--- src/rtl/lsu_pkg.sv ---
// Shared types and helpers for the memory-stage load/store unit.
package lsu_pkg;

  typedef enum logic [1:0] {
    ST_IDLE = 2'd0,
    ST_REQ  = 2'd1,
    ST_DONE = 2'd2,
    ST_ERR  = 2'd3
  } lsu_state_e;

  localparam logic [1:0] SZ_B = 2'b00;
  localparam logic [1:0] SZ_H = 2'b01;
  localparam logic [1:0] SZ_W = 2'b10;

  function automatic logic is_misaligned(input logic [1:0] size, input logic [1:0] addr_lo);
    logic bad;
    case (size)
      SZ_B:    bad = 1'b0;
      SZ_H:    bad = addr_lo[0];
      SZ_W:    bad = |addr_lo;
      default: bad = 1'b1;
    endcase
    return bad;
  endfunction

endpackage

--- src/rtl/lsu_lane_align.sv ---
// Store byte-lane replication / enables and load extract with sign or zero extension.
module lsu_lane_align
  import lsu_pkg::*;
(
  input  logic [1:0]  i_size,
  input  logic [1:0]  i_addr_lo,
  input  logic        i_unsigned,
  input  logic [31:0] i_wdata,
  input  logic [31:0] i_rdata,
  output logic [3:0]  o_be_c,
  output logic [31:0] o_wdata_c,
  output logic [31:0] o_rdata_c
);

  logic [7:0]  w_byte;
  logic [15:0] w_half;

  // Selected lane shifted down to bit 0; half accesses are always half-aligned here.
  assign w_byte = 8'(i_rdata >> {i_addr_lo, 3'b000});
  assign w_half = 16'(i_rdata >> {i_addr_lo[1], 4'b0000});

  always_comb begin
    o_be_c    = 4'b0000;
    o_wdata_c = 32'h0;
    o_rdata_c = 32'h0;
    case (i_size)
      SZ_B: begin
        o_be_c    = 4'b0001 << i_addr_lo;
        o_wdata_c = {4{i_wdata[7:0]}};
        o_rdata_c = i_unsigned ? {24'h0, w_byte} : {{24{w_byte[7]}}, w_byte};
      end
      SZ_H: begin
        o_be_c    = i_addr_lo[1] ? 4'b1100 : 4'b0011;
        o_wdata_c = {2{i_wdata[15:0]}};
        o_rdata_c = i_unsigned ? {16'h0, w_half} : {{16{w_half[15]}}, w_half};
      end
      SZ_W: begin
        o_be_c    = 4'b1111;
        o_wdata_c = i_wdata;
        o_rdata_c = i_rdata;
      end
      default: ;
    endcase
  end

endmodule

--- src/rtl/lsu_mem_access.sv ---
// Memory-stage load/store unit: request/ack data-memory handshake, pipeline stall,
// misalignment and timeout error reporting.
module lsu_mem_access
  import lsu_pkg::*;
#(
  parameter int unsigned ADDR_W  = 32,
  parameter int unsigned DM_AW   = 14,
  parameter int unsigned TIMEOUT = 16
) (
  input  logic              clk,
  input  logic              rst_n,
  input  logic              mem_req_i,
  input  logic              mem_we_i,
  input  logic [1:0]        mem_size_i,
  input  logic              mem_unsigned_i,
  input  logic [ADDR_W-1:0] addr_i,
  input  logic [31:0]       wdata_i,
  output logic              dm_req_o,
  output logic              dm_we_o,
  output logic [3:0]        dm_be_o,
  output logic [DM_AW-1:0]  dm_addr_o,
  output logic [31:0]       dm_wdata_o,
  input  logic [31:0]       dm_rdata_i,
  input  logic              dm_ack_i,
  output logic [31:0]       rdata_o,
  output logic              done_o,
  output logic              err_o,
  output logic              stallreq_o
);

  localparam int unsigned TMR_W = 8;

  lsu_state_e         r_state, w_state_nxt;
  logic [TMR_W-1:0]   r_timer, w_timer_nxt;
  logic [DM_AW-1:0]   r_waddr;
  logic [1:0]         r_addr_lo;
  logic [1:0]         r_size;
  logic               r_we;
  logic               r_uns;
  logic [31:0]        r_wdata;
  logic [31:0]        r_rdata;
  logic               w_latch;
  logic               w_cap;
  logic [3:0]         w_be;
  logic [31:0]        w_wdata_lane;
  logic [31:0]        w_rdata_ext;
  logic               w_unused_addr;

  assign w_unused_addr = ^addr_i[ADDR_W-1:DM_AW+2];

  lsu_lane_align u_lane (
    .i_size     (r_size),
    .i_addr_lo  (r_addr_lo),
    .i_unsigned (r_uns),
    .i_wdata    (r_wdata),
    .i_rdata    (dm_rdata_i),
    .o_be_c     (w_be),
    .o_wdata_c  (w_wdata_lane),
    .o_rdata_c  (w_rdata_ext)
  );

  // Next-state, timer and output decode
  always_comb begin
    w_state_nxt = r_state;
    w_timer_nxt = r_timer;
    w_latch     = 1'b0;
    w_cap       = 1'b0;
    dm_req_o    = 1'b0;
    dm_we_o     = 1'b0;
    dm_be_o     = 4'b0000;
    dm_addr_o   = '0;
    dm_wdata_o  = 32'h0;
    done_o      = 1'b0;
    err_o       = 1'b0;
    case (r_state)
      ST_IDLE: begin
        if (mem_req_i) begin
          w_timer_nxt = '0;
          if (is_misaligned(mem_size_i, addr_i[1:0])) begin
            w_state_nxt = ST_ERR;
          end else begin
            w_state_nxt = ST_REQ;
            w_latch     = 1'b1;
          end
        end
      end
      ST_REQ: begin
        dm_req_o   = 1'b1;
        dm_we_o    = r_we;
        dm_be_o    = w_be;
        dm_addr_o  = r_waddr;
        dm_wdata_o = w_wdata_lane;
        // Ack takes priority over a coinciding timeout
        if (dm_ack_i) begin
          w_state_nxt = ST_DONE;
          w_cap       = ~r_we;
          w_timer_nxt = '0;
        end else if (r_timer == TMR_W'(TIMEOUT - 1)) begin
          w_state_nxt = ST_ERR;
          w_timer_nxt = '0;
        end else begin
          w_timer_nxt = r_timer + TMR_W'(1);
        end
      end
      ST_DONE: begin
        done_o      = 1'b1;
        w_state_nxt = ST_IDLE;
      end
      ST_ERR: begin
        err_o       = 1'b1;
        w_state_nxt = ST_IDLE;
      end
      default: w_state_nxt = ST_IDLE;
    endcase
  end

  // Gated by rst_n so the pipeline is released the instant reset is applied
  assign stallreq_o = rst_n & (((r_state == ST_IDLE) & mem_req_i) | (r_state == ST_REQ));
  assign rdata_o    = r_rdata;

  always_ff @(posedge clk or negedge rst_n) begin
    if (!rst_n) begin
      r_state   <= ST_IDLE;
      r_timer   <= '0;
      r_waddr   <= '0;
      r_addr_lo <= 2'b00;
      r_size    <= 2'b00;
      r_we      <= 1'b0;
      r_uns     <= 1'b0;
      r_wdata   <= 32'h0;
      r_rdata   <= 32'h0;
    end else begin
      r_state <= w_state_nxt;
      r_timer <= w_timer_nxt;
      if (w_latch) begin
        r_waddr   <= addr_i[DM_AW+1:2];
        r_addr_lo <= addr_i[1:0];
        r_size    <= mem_size_i;
        r_we      <= mem_we_i;
        r_uns     <= mem_unsigned_i;
        r_wdata   <= wdata_i;
      end
      if (w_cap) r_rdata <= w_rdata_ext;
    end
  end

endmodule
--- config.mk ---
export PLATFORM = sky130hd
export DESIGN_NAME = lsu_mem_access
export DESIGN_NICKNAME = d
export VERILOG_FILES = /design/src/rtl/lsu_pkg.sv /design/src/rtl/lsu_lane_align.sv /design/src/rtl/lsu_mem_access.sv
export SDC_FILE = /design/constraint.sdc
export NUM_CORES = 1
export LEC_CHECK = 0
export CAP_MARGIN = 5
export CORE_AREA = 5 5 133 97
export CTS_CLUSTER_DIAMETER = 30
export CTS_CLUSTER_SIZE = 14
export DETAILED_ROUTE_END_ITERATION = 12
export DIE_AREA = 0 0 138 102
export GPL_ROUTABILITY_DRIVEN = 0
export PLACE_DENSITY = 0.86
export SLEW_MARGIN = 10
export SYNTH_ARGS = -nofsm -noshare
export SYNTH_HDL_FRONTEND = slang
export SYNTH_SLANG_ARGS = --single-unit
--- constraint.sdc ---
create_clock -name clk -period 2.3 [get_ports clk]
set_input_delay 0.46 -clock clk [delete_from_list [all_inputs] [get_ports clk]]
set_output_delay 0.46 -clock clk [all_outputs]
set_load 0.05 [all_outputs]
## Word-level counts from Yosys, hierarchy flattened

Index checks and enable logic that the tools add are counted.

- Word-level logic and storage cells: 65
- Output and inout bits: 87
- Input port bits: 104
- Register bits: 94

- Multiplexer cells: 30
- Shift-type cells: 3
- Equality and inequality tests: 10
- Reduce and logical (&&, ||, !) cells: 8
- Bitwise gates (word level): 4
- $add $sub $neg: 1

Operator list:

| kind | count |
|---|---|
| 32-bit case mux with 3 select lines | 2 |
| 32-bit two-way mux | 3 |
| 32-bit by 5-bit >> shifter with 16-bit output | 1 |
| 32-bit by 5-bit >> shifter with 8-bit output | 1 |
| 8-bit two-way mux | 3 |
| 8-bit case mux with 2 select lines | 1 |
| 14-bit two-way mux | 1 |
| 4-bit case mux with 3 select lines | 1 |
| 1-bit two-way mux | 11 |
| 8-bit by 1-bit adder with 8-bit output, second input constant | 1 |
| 2-bit == test, second input constant | 4 |
| 8-bit by 4-bit == test with 1-bit output, second input constant | 1 |
| 2-bit two-way mux | 4 |
| 4-bit two-way mux | 2 |
| 2-bit by 1-bit == test with 1-bit output, second input constant | 3 |
| 2-bit logical NOT | 3 |
| 2-bit case mux with 3 select lines | 1 |
| 2-bit AND reduction | 2 |
| 2-bit OR reduction | 2 |
| 1-bit by 2-bit left shift with 4-bit output, first input constant | 1 |
| 3-bit inequality test, second input constant | 1 |
| 1-bit case mux with 3 select lines | 1 |
| 1-bit bitwise AND | 2 |
| 2-bit inequality test, second input constant | 1 |
| 3 further kinds | 3 |

## Logic depth before layout (Yosys ltp)

Gate-level depths: netlist of the first run.

- Word-level depth: 7
- Gate-level depth with buffers: 6
- Depth with buffers taken out: 5

## Modules after synthesis

A second synthesis of the first run with hierarchy kept.

- Cell total of the unflattened synthesis: 492
- Area, all modules: 5445.2 µm²

By module, submodules not included:

| module | sequential area each (µm²) | times used | area an instance (µm²) | cells an instance |
|---|---|---|---|---|
| lsu_mem_access | 2352.3 | 1 | 4294.1 | 301 |
| lsu_lane_align | 0.0 | 1 | 1151.1 | 191 |

## Worst setup path before layout of the first run

No wires, ideal clock.

- Kind: reg-to-output
- Start: reg r_size[1]
- End: out dm_wdata_o[25]
- Cell stages (with the launch flop): 7
- Data required time: 1.840 ns
- Path slack: -0.054 ns
- Arrival: 1.894 ns
- Buffers on the path: 3
- Cells stage by stage: dfrtp_1 > buf_2 > buf_2 > buf_1 > a21oi_1 > a2bb2oi_1 > nor2_1

- Cells in the longest elaborated chain, start to end: 3
- Elaborated cells between the ends (all ways): 5
- Classes of those cells: 2 x eq/ne; 2 x mux; 1 x reduce/logical

Ends and longest elaborated chain:

| element | RTL line | source |
|---|---|---|
| start, declared | lsu_mem_access.sv:37 | `logic [1:0] r_size;` |
| start signal, assigned | lsu_mem_access.sv:138 | `r_size <= mem_size_i;` |
| 2-bit == test (tied with other cells) | lsu_lane_align.sv:26 | `case (i_size)` |
| 32-bit case mux with 3 select lines (*) | lsu_lane_align.sv:26 |  |
| 32-bit two-way mux (*) | lsu_mem_access.sv:75 | `case (r_state)` |
| end, declared | lsu_mem_access.sv:22 | `output logic [31:0] dm_wdata_o,` |

Every way passes the cells marked *; elsewhere a longest branch is shown, timed or not.

## Final worst setup path of the first run

- Start: reg r_state[1]
- End: out dm_wdata_o[3]

- Cells in the longest elaborated chain, start to end: 2

Ends and longest elaborated chain:

| element | RTL line | source |
|---|---|---|
| start, declared | lsu_mem_access.sv:33 | `lsu_state_e r_state, w_state_nxt;` |
| start signal, assigned | lsu_mem_access.sv:133 | `r_state <= w_state_nxt;` |
| 2-bit by 1-bit == test with 1-bit output | lsu_mem_access.sv:75 |  |
| 32-bit two-way mux | lsu_mem_access.sv:75 |  |

No other way between the ends.

==> flow_results.org, run 1 <==
** Status
- The flow ran to the end, and the final reports show no timing, DRC or antenna violations.

** Critical path
- Highest cell delay on the worst timing path :: 430 ps
- In this run the worst path has a maximum fanout of 12.
- Data on the critical path is required at its endpoint by 1840 ps.
- STA puts the critical path data arrival time at 1770 ps.
- Setup CP Type :: reg2out
- Startpoint types :: flip-flop
- The slowest stage of the critical path belongs to the cell dfrtp_2.
- On the critical path the largest part of the delay comes from simple AND/OR/NAND/NOR gates.
- Traced cell by cell, the critical path runs through nand2b_4 -> clkinvlp_4 -> and3_1 -> buf_4.
- Critical path buffer and inverter count :: 2
- Kind of end point of the critical path :: output port

** Detailed routing
- After detailed routing, the number of remaining DRC violations is 0.
- Via count :: 4429
- Summed over all layers, the routed wires come to 15900 µm.
- For this block, the initial DRC count from the detailed router was 344.
- Number of detailed-routing iterations run before antenna repair :: 7
- In the routed layout, each cell is associated on average with a via count of 5.54.
- Routed length per instance :: 19.9 µm
- The detail route stage leaves a number of antenna-violating nets equal to 0.

** Power and ir drop
- In this run switching power makes up 44.9% of total power.
- For this design the ratio of total power to cell area is 1590 mW/mm².
- Internal power summed over all cells :: 0.00685 W
- Logic gate share of total power :: 61.6%
- In this run, flip-flops and latches consume 24.8% of the power.
- Leakage power total :: 3.46 nW
- Clock network fraction of design power :: 13.6%
- Across the VDD grid, the largest voltage drop is 0.000756 V.
- Net switching power :: 0.00558 W

** Synthesis
- Async set-reset flop share out of synthesis :: 100%
- Count of flip-flops with a built-in enable after synthesis :: 0
- Net count after synthesis :: 567
- In the post-synthesis netlist, the biggest area contributors are dfrtp_1 47%, mux2_4 15%, nor2_1 3.5%, nand3_1 3.4%, a21oi_1 3.1%.
- Number of unique standard cell types used by synthesis :: 39
- Of all cell types, the one taking the most synthesized area is dfrtp_1.
- Most used flip-flop cell after synthesis :: dfrtp_1
- Top post-synthesis cells by count :: 94 x dfrtp_1, 50 x mux2_4, 47 x nor2_1
- Most common cell in the synthesized netlist :: dfrtp_1
- Register bit count reported by yosys :: 94
- After synthesis, the largest area contributor takes up 46.8% of total cell area.
- Summing every instance area after synthesis gives 0.00503 mm².
- Cell count after synthesis :: 462
- Sequential elements use 46.8% of the synthesized area.
- Averaged over all synthesized cells, the footprint is 10.9 µm².
- The Yosys step of the flow raised 0 warnings.

** Clocking
- H-tree depth reported by CTS :: 3
- The clock drives 94 sinks.
- TritonCTS built the clock tree.
- At the later pin of the worst-skew pair, clock insertion delay measures 330 ps.
- The longest clock path from root to sink contains 2 buffers.
- Number of CTS-inserted buffers :: 9
- Clk root buf :: clkbuf_16
- Clock slew at reported path FFs :: 70 ps

** Finish
- Number of fill cells :: 851
- After routing the design area is 0.00780 mm².
- Summing all flip-flop and latch instances after layout gives 0.00236 mm².
- Relative to the synthesized area, the layout overhead comes to 55.1%.
- The multi-input combinational cells in the finished layout cover a total of 0.00256 mm².
- The repair_antennas step left the layout with diodes totalling 0.
- The count of cells in the finished layout, fillers not included, comes to 800.
- Of the cells placed in the final design, the portion with a size suffix greater than 1 is 30.0%.
- At the end of the flow, the number of nets in the layout was 743.

** Timing
- Post-route fraction of the period consumed by the critical path :: 96.8%
- Headroom to the max-slew limit came out at 63.4%.
- Subtracting the final worst setup slack from the clock period gives 2230 ps.
- Setup violations, final :: 0
- Timing would allow up to 449 MHz.
- Hold Fails Final Rpt :: 0
- Hold Slack :: 493 ps
- Total negative slack :: 0 ps
- For the pin with the worst max-slew slack, the measured transition is 547 ps.
- Number of max-slew violations in the final report :: 0
- On the final layout, the worst clock skew is 5.87 ps.
- Least setup slack across all paths after layout :: 74.0 ps

** Placed design
- Pre-CTS WS :: 0.0897 ps
- Detail Placement HPWL :: 11700 µm
- Input/output buffers :: 174
- Placed Instances :: 780
- Cell area after placement :: 0.00737 mm²

** Run
- Max-capacitance violation count :: 0

** Die
- Area inside the core boundary :: 0.0115 mm²
- Die Span Y :: 102 µm
- For this design the top-level I/O count stands at 191.
- Die width :: 138 µm
- Die area :: 0.0141 mm²
- The floorplan has 33 rows.
- Initial Util :: 43.8%

** Global routing
- Entering global routing, the biggest net connects 41 pins.
- Across every metal layer, demand over resource in global routing totals 22.4%.
- Final global-route overflow total :: 0
- The via count of the first global-routing pass came to 4561.
- Initial antenna violation count :: 1
- Wire length of the first global-routing pass :: 25200 µm

** Worst hold path
- The path class of the tightest hold or removal check is reg2reg.
per-layer routing:
layer  track usage, %  vias to the layer above  routed length, µm
met5                0                        -                  7
met4             5.09                        2                213
li1                 -                     2002                  -
met2             36.1                      227               7450
met1             29.4                     2173               6650
met3             8.04                       25               1570
tightest hold or removal path: stages, from the launching register on:
cell	delay, ps
dfrtp_1	340
nand2_1	50
o21ai_0	60
power by group through the flow:
stage | registers, W | clock network (W) | logic (W)
after CTS | 0.00305 | 0.00173 | 0.00759
after global routing | 0.00318 | 0.00180 | 0.00802
after floorplan | 0.00377 | 0 | 0.00396
after detailed placement | 0.00305 | 0 | 0.00748
after global placement | 0.00299 | 0 | 0.00732
final | 0.00308 | 0.00169 | 0.00765
stage by stage:
step | total power, W | utilization, %
floorplan | 0.00773 | -
global placement | 0.0103 | 64.2
detailed placement | 0.0105 | 64.2
CTS | 0.0124 | 67.6
global route | 0.0130 | 68.0
finish | 0.0124 | 68.0
layout by cell type, fill, tap and decap left out, types with 4 or more instances in the layout:
cell / netlist / routed
clkbuf_16: 0 / 9
a222oi_1: 7 / 7
and2_1: 17 / 16
nor2_2: 0 / 17
nor3_1: 7 / 7
dfrtp_1: 94 / 90
clkdlybuf4s50_1: 0 / 118
buf_12: 5 / 44
a21oi_1: 31 / 31
mux2_4: 50 / 50
nor2_1: 47 / 30
nand2_1: 28 / 28
and3_1: 9 / 9
nor2b_2: 0 / 7
a221oi_1: 8 / 8
xnor2_1: 5 / 5
nor2b_1: 17 / 8
dfrtp_2: 0 / 4
clkinvlp_4: 0 / 4
nand3_1: 34 / 34
mux2_2: 10 / 10
a2bb2oi_1: 16 / 16
o21ai_0: 17 / 17
buf_4: 0 / 32
logic make-up (layout without fill, tap and decap cells):
kind of cell	count (synthesis)	in the layout	share of synthesized area, %
AO/OA/AOI/OAI	91	91	12.6
XOR/XNOR	5	5	0.871
adder cells (fa/ha/maj)	1	1	0.249
multiplexers	63	63	17.8
flip-flops	94	94	46.8
buffers and inverters	36	216	4.70
AND/OR/NAND/NOR	172	173	17.1
state kept, by name (all words and copies together), names as in the netlist:
name,cells
r_wdata,32
r_waddr,14
r_addr_lo,2
rdata_o,32
r_uns,1
r_timer,8
r_size,2
r_state,2
r_we,1
cell type report:
type | instances | area share (%)
clock buffers | 10 | 2.94
multi-input cells | 333 | 32.8
clock inverters | 6 | 1.41
repair inverters | 1 | 0.0962
flip-flops and latches | 94 | 30.2
well taps | 157 | 2.52
repair buffers | 197 | 29.9
inverters | 2 | 0.144
worst paths after layout:
kind	startpoint	endpoint	slack [ps]	cells past startpoint
min in group asynchronous	rst_n	r_waddr[2]$_DFFE_PN0P_	540	2
min reg2reg	rdata_o[0]$_DFFE_PN0P_	rdata_o[0]$_DFFE_PN0P_	490	2
max reg2reg	r_size[0]$_DFFE_PN0P_	rdata_o[2]$_DFFE_PN0P_	350	5
max	r_state[1]$_DFFE_PN0P_	dm_wdata_o[3]	70	4
min	rdata_o[0]$_DFFE_PN0P_	rdata_o[0]$_DFFE_PN0P_	490	2
max in group asynchronous	rst_n	r_state[1]$_DFFE_PN0P_	930	3
timing repair:
action | 4_1_cts | 5_1_grt
resized for setup | 11 | 12
pin swaps | 1 | 0
gates cloned | 1 | 1
endpoints found under the hold margin | 2 | 0
setup buffers | 1 | 0
hold buffers | 1 | 0
setup endpoints to repair | 52 | 33
(Power assumes the default switching activity.)
==> run 2: changes to the inputs <==
--- a/config.mk
+++ b/config.mk
@@ -12,6 +12,7 @@
 export DETAILED_ROUTE_END_ITERATION = 12
 export DIE_AREA = 0 0 138 102
 export GPL_ROUTABILITY_DRIVEN = 0
+export GPL_TIMING_DRIVEN = 0
 export PLACE_DENSITY = 0.86
 export SLEW_MARGIN = 10
 export SYNTH_ARGS = -nofsm -noshare
==> run 2 against run 1 <==
  * Global-route usage hardly changed
  * Final area is 3.1% lower
  * Die area stayed put
  * First-iteration DRC count is 17% higher
  * Flip-flop and latch count stayed put
  * Critical endpoint is now dm_wdata_o[24]
  * Largest power group unchanged
==> flow_results.org, run 2 (synthesis gave the netlist of run 1 again) <==
** Critical path
- Startpoint types :: flip-flop
- Of all nets on the critical path, the largest fanout is 10.
- Setup CP Type :: reg2out
- For the worst flop-to-flop path, the logic depth is 6.
- Worst-path cell with the longest stage delay :: dfrtp_1
- For this run, the slowest stage of the critical path takes 410 ps.
- For the worst setup path, the data required time is 1840 ps.
- Reg-to-Reg Start :: r_state[1]$_DFFE_PN0P_
- Kind of end point of the critical path :: output port
- Data on the critical path arrives at its endpoint at 1820 ps.
- Reg2Reg Setup Slack :: 360 ps
- The endpoint identified for the worst register-to-register timing path is rdata_o[28]$_DFFE_PN0P_.
- The critical path goes through buf_8 -> buf_8 -> buf_6 -> a21oi_1 -> a2bb2oi_2 -> nor2_2 -> buf_6.

** Timing
- The final critical path takes up 99.3% of the cycle.
- Based on the critical path, the design can be clocked at up to 438 MHz.
- The number of pins with negative max-slew slack in the final report is 0.
- Max_slew headroom :: 56.9%
- For the pin with the worst max-slew slack, the measured transition is 643 ps.
- The routed design could run at a clock period as short as 2280 ps.
- Setup violations remaining at the end of the flow were counted as 0.
- Worst Skew :: 8.53 ps
- Setup slack on the critical path of the routed design comes to 16.1 ps.
- Setup repair after global routing could not meet its margin everywhere.
- The final count of hold timing violations was 0.

** Finish
- Share of cells above drive strength 1 :: 33.9%
- The number of antenna diodes in the final layout is 0.
- Syn-to-layout area delta :: 50.3%
- Commonest non-fill, non-tap cells in the layout :: 119 x clkdlybuf4s50_1, 92 x dfrtp_1, 50 x mux2_4, 34 x nand3_1, 33 x buf_4
- Nets@finish :: 759
- The library cell used most frequently in the layout, excluding fill and tap cells, is clkdlybuf4s50_1.
- Number of fill cells :: 896
- Area taken by flip-flops and latches :: 0.00235 mm²
- Fin util :: 65.8%
- The multi-input combinational cells in the finished layout cover a total of 0.00268 mm².
- After routing the design area is 0.00756 mm².

** Clocking
- Maximum clock path buffer count :: 2
- After clock tree synthesis, the clock-pin slew on the worst setup and hold paths is 70 ps.
- H-tree depth reported by CTS :: 3
- Number of CTS-inserted buffers :: 9
- Clock latency reported for the late side of the worst-skew pair :: 340 ps
- TritonCTS clock tree :: done
- The clock net in this run drives a total of 94 sinks.
- Clk root buf :: clkbuf_16
- Post-cts hold buffer count :: 0

** Die
- The initial utilization of the core area, before any placement, comes to 43.8%.
- Number of cell rows :: 33
- From bottom edge to top edge, the die measures 102 µm.
- The core region is 0.0115 mm².
- Die width :: 138 µm
- The die covers 0.0141 mm².
- I/O pin count :: 191

** Detailed routing
- Routed length per instance :: 19.9 µm
- DR top layer :: met5
- After detailed routing, the met2 layer carries 7600 µm of wire.
- For this block, the routed nets add up to 16300 µm of wire.
- The first TritonRoute pass finished after 10 iterations.
- DRT met1 WL :: 6890 µm
- Initial DRC count :: 404
- Via density per instance :: 5.56
- The routed layout has 4534 vias.
- Routed wire length on met3 :: 1540 µm
- The detail route stage leaves a number of antenna-violating nets equal to 0.
- DRC violation count after routing :: 0

** Power and ir drop
- Peak supply drop :: 0.000772 V
- The analysis attributes to net switching a power of 0.00571 W.
- The share of total power dissipated in the clock network is 12.5%.
- Leakage power total :: 3.45 nW
- Net switching is 47.0% of the power.
- Power density cells :: 1610 mW/mm²
- Internal power summed over all cells :: 0.00644 W
- Combinational logic burns 62.6% of the power.
- Sequential cells account for 24.9% of the total power.

** Placed design
- At the placement stage, the worst setup path has a slack of -728 ps.
- After detailed placement, the total cell area comes to 0.00703 mm².
- Detail Placement HPWL :: 12200 µm
- Input/output buffers :: 174

** Global routing
- Maximum number of pins on one net before global-route repair :: 54
- Across every metal layer, demand over resource in global routing totals 22.4%.
- Initial antenna violation count :: 1
- Final global-route overflow total :: 0
- Number of global-route vias before repair :: 4676
- Wire length of the first global-routing pass :: 25300 µm

** Status
- The flow ran to the end, and the final reports show no timing, DRC or antenna violations.

** Worst hold path
- The path class of the tightest hold or removal check is in2async.

** Run
- Across the run, the number of max-cap violations was 0.
## run 2: changes by cell type in the layout (fill, tap and decap cells not counted), sizes merged, moves of 2 or more
cell      previous run  this run
bufinv               3         1
clkbuf              10        31
clkinvlp             4         1
buf                 77        73
clkinv               1         3
## run 2: power by group through the flow
stage | Sequential [W] | Combinational, W | Clock, W
detailed placement | 0.00298 | 0.00694 | 0
finish | 0.00302 | 0.00761 | 0.00152
global route | 0.00312 | 0.00797 | 0.00159
global placement | 0.00295 | 0.00679 | 0
floorplan | 0.00377 | 0.00396 | 0
CTS | 0.00298 | 0.00708 | 0.00153
## run 2: per-layer routing
layer  global-route usage [%]  vias to the layer above
li1                         -                     2038
met1                     29.8                     2224
met2                     36.1                      242
met4                     4.48                        2
met5                        0                        -
met3                     7.58                       28
## run 2: how the worst max path moves through the flow
stage                                         from  cells after the start  slack [ps]              to
after floorplan             r_state[1]$_DFFE_PN0P_                      4          30  dm_wdata_o[21]
after global placement                       rst_n                      4       -3300      stallreq_o
after detailed placement    r_state[1]$_DFFE_PN0P_                      5        -730  dm_wdata_o[23]
after CTS                 r_addr_lo[0]$_DFFE_PN0P_                      5        -130      dm_be_o[2]
after global routing         r_size[1]$_DFFE_PN0P_                      6         -50  dm_wdata_o[11]
final                        r_size[1]$_DFFE_PN0P_                      7          20  dm_wdata_o[24]
## run 2: layout make-up
cell class	count	share of cell area, %
Multi-Input combinational cell	332	35.5
Sequential cell	94	31.2
Timing Repair Buffer	181	22.6
Buffer	34	4.14
Clock buffer	10	3.16
Tap cell	157	2.60
Clock inverter	5	0.795
Inverter	2	0.0993
## run 2: repair_timing
action,in CTS,in global routing
endpoints found under the setup margin,53,52
setup buffers,0,6
gates resized for setup,332,70
pin swaps,0,2
## run 2: per-stage QoR
step	total power, W	instances	hold slack, ps	setup TNS (ps)
after floorplan	0.00773	462	164	0
after global placement	0.00974	793	465	-276730
after detailed placement	0.00991	794	481	-26620
after CTS	0.0116	809	142	-130
after global routing	0.0127	815	161	-250
final	0.0121	815	123	0
## run 2: critical path: cells and delay by family (launching register included)
kind	cells	cell delay, ps
simple gates	1	60
compound gates	2	390
buf+inv	4	620
flops	1	410
==> run 3: changes to the inputs <==
--- a/config.mk
+++ b/config.mk
@@ -12,7 +12,6 @@
 export DETAILED_ROUTE_END_ITERATION = 12
 export DIE_AREA = 0 0 138 102
 export GPL_ROUTABILITY_DRIVEN = 0
-export GPL_TIMING_DRIVEN = 0
 export PLACE_DENSITY = 0.86
 export SLEW_MARGIN = 10
 export SYNTH_ARGS = -nofsm -noshare
==> results of run 3 <==
Final layout, timing and power as in run 1 (identical DEF).
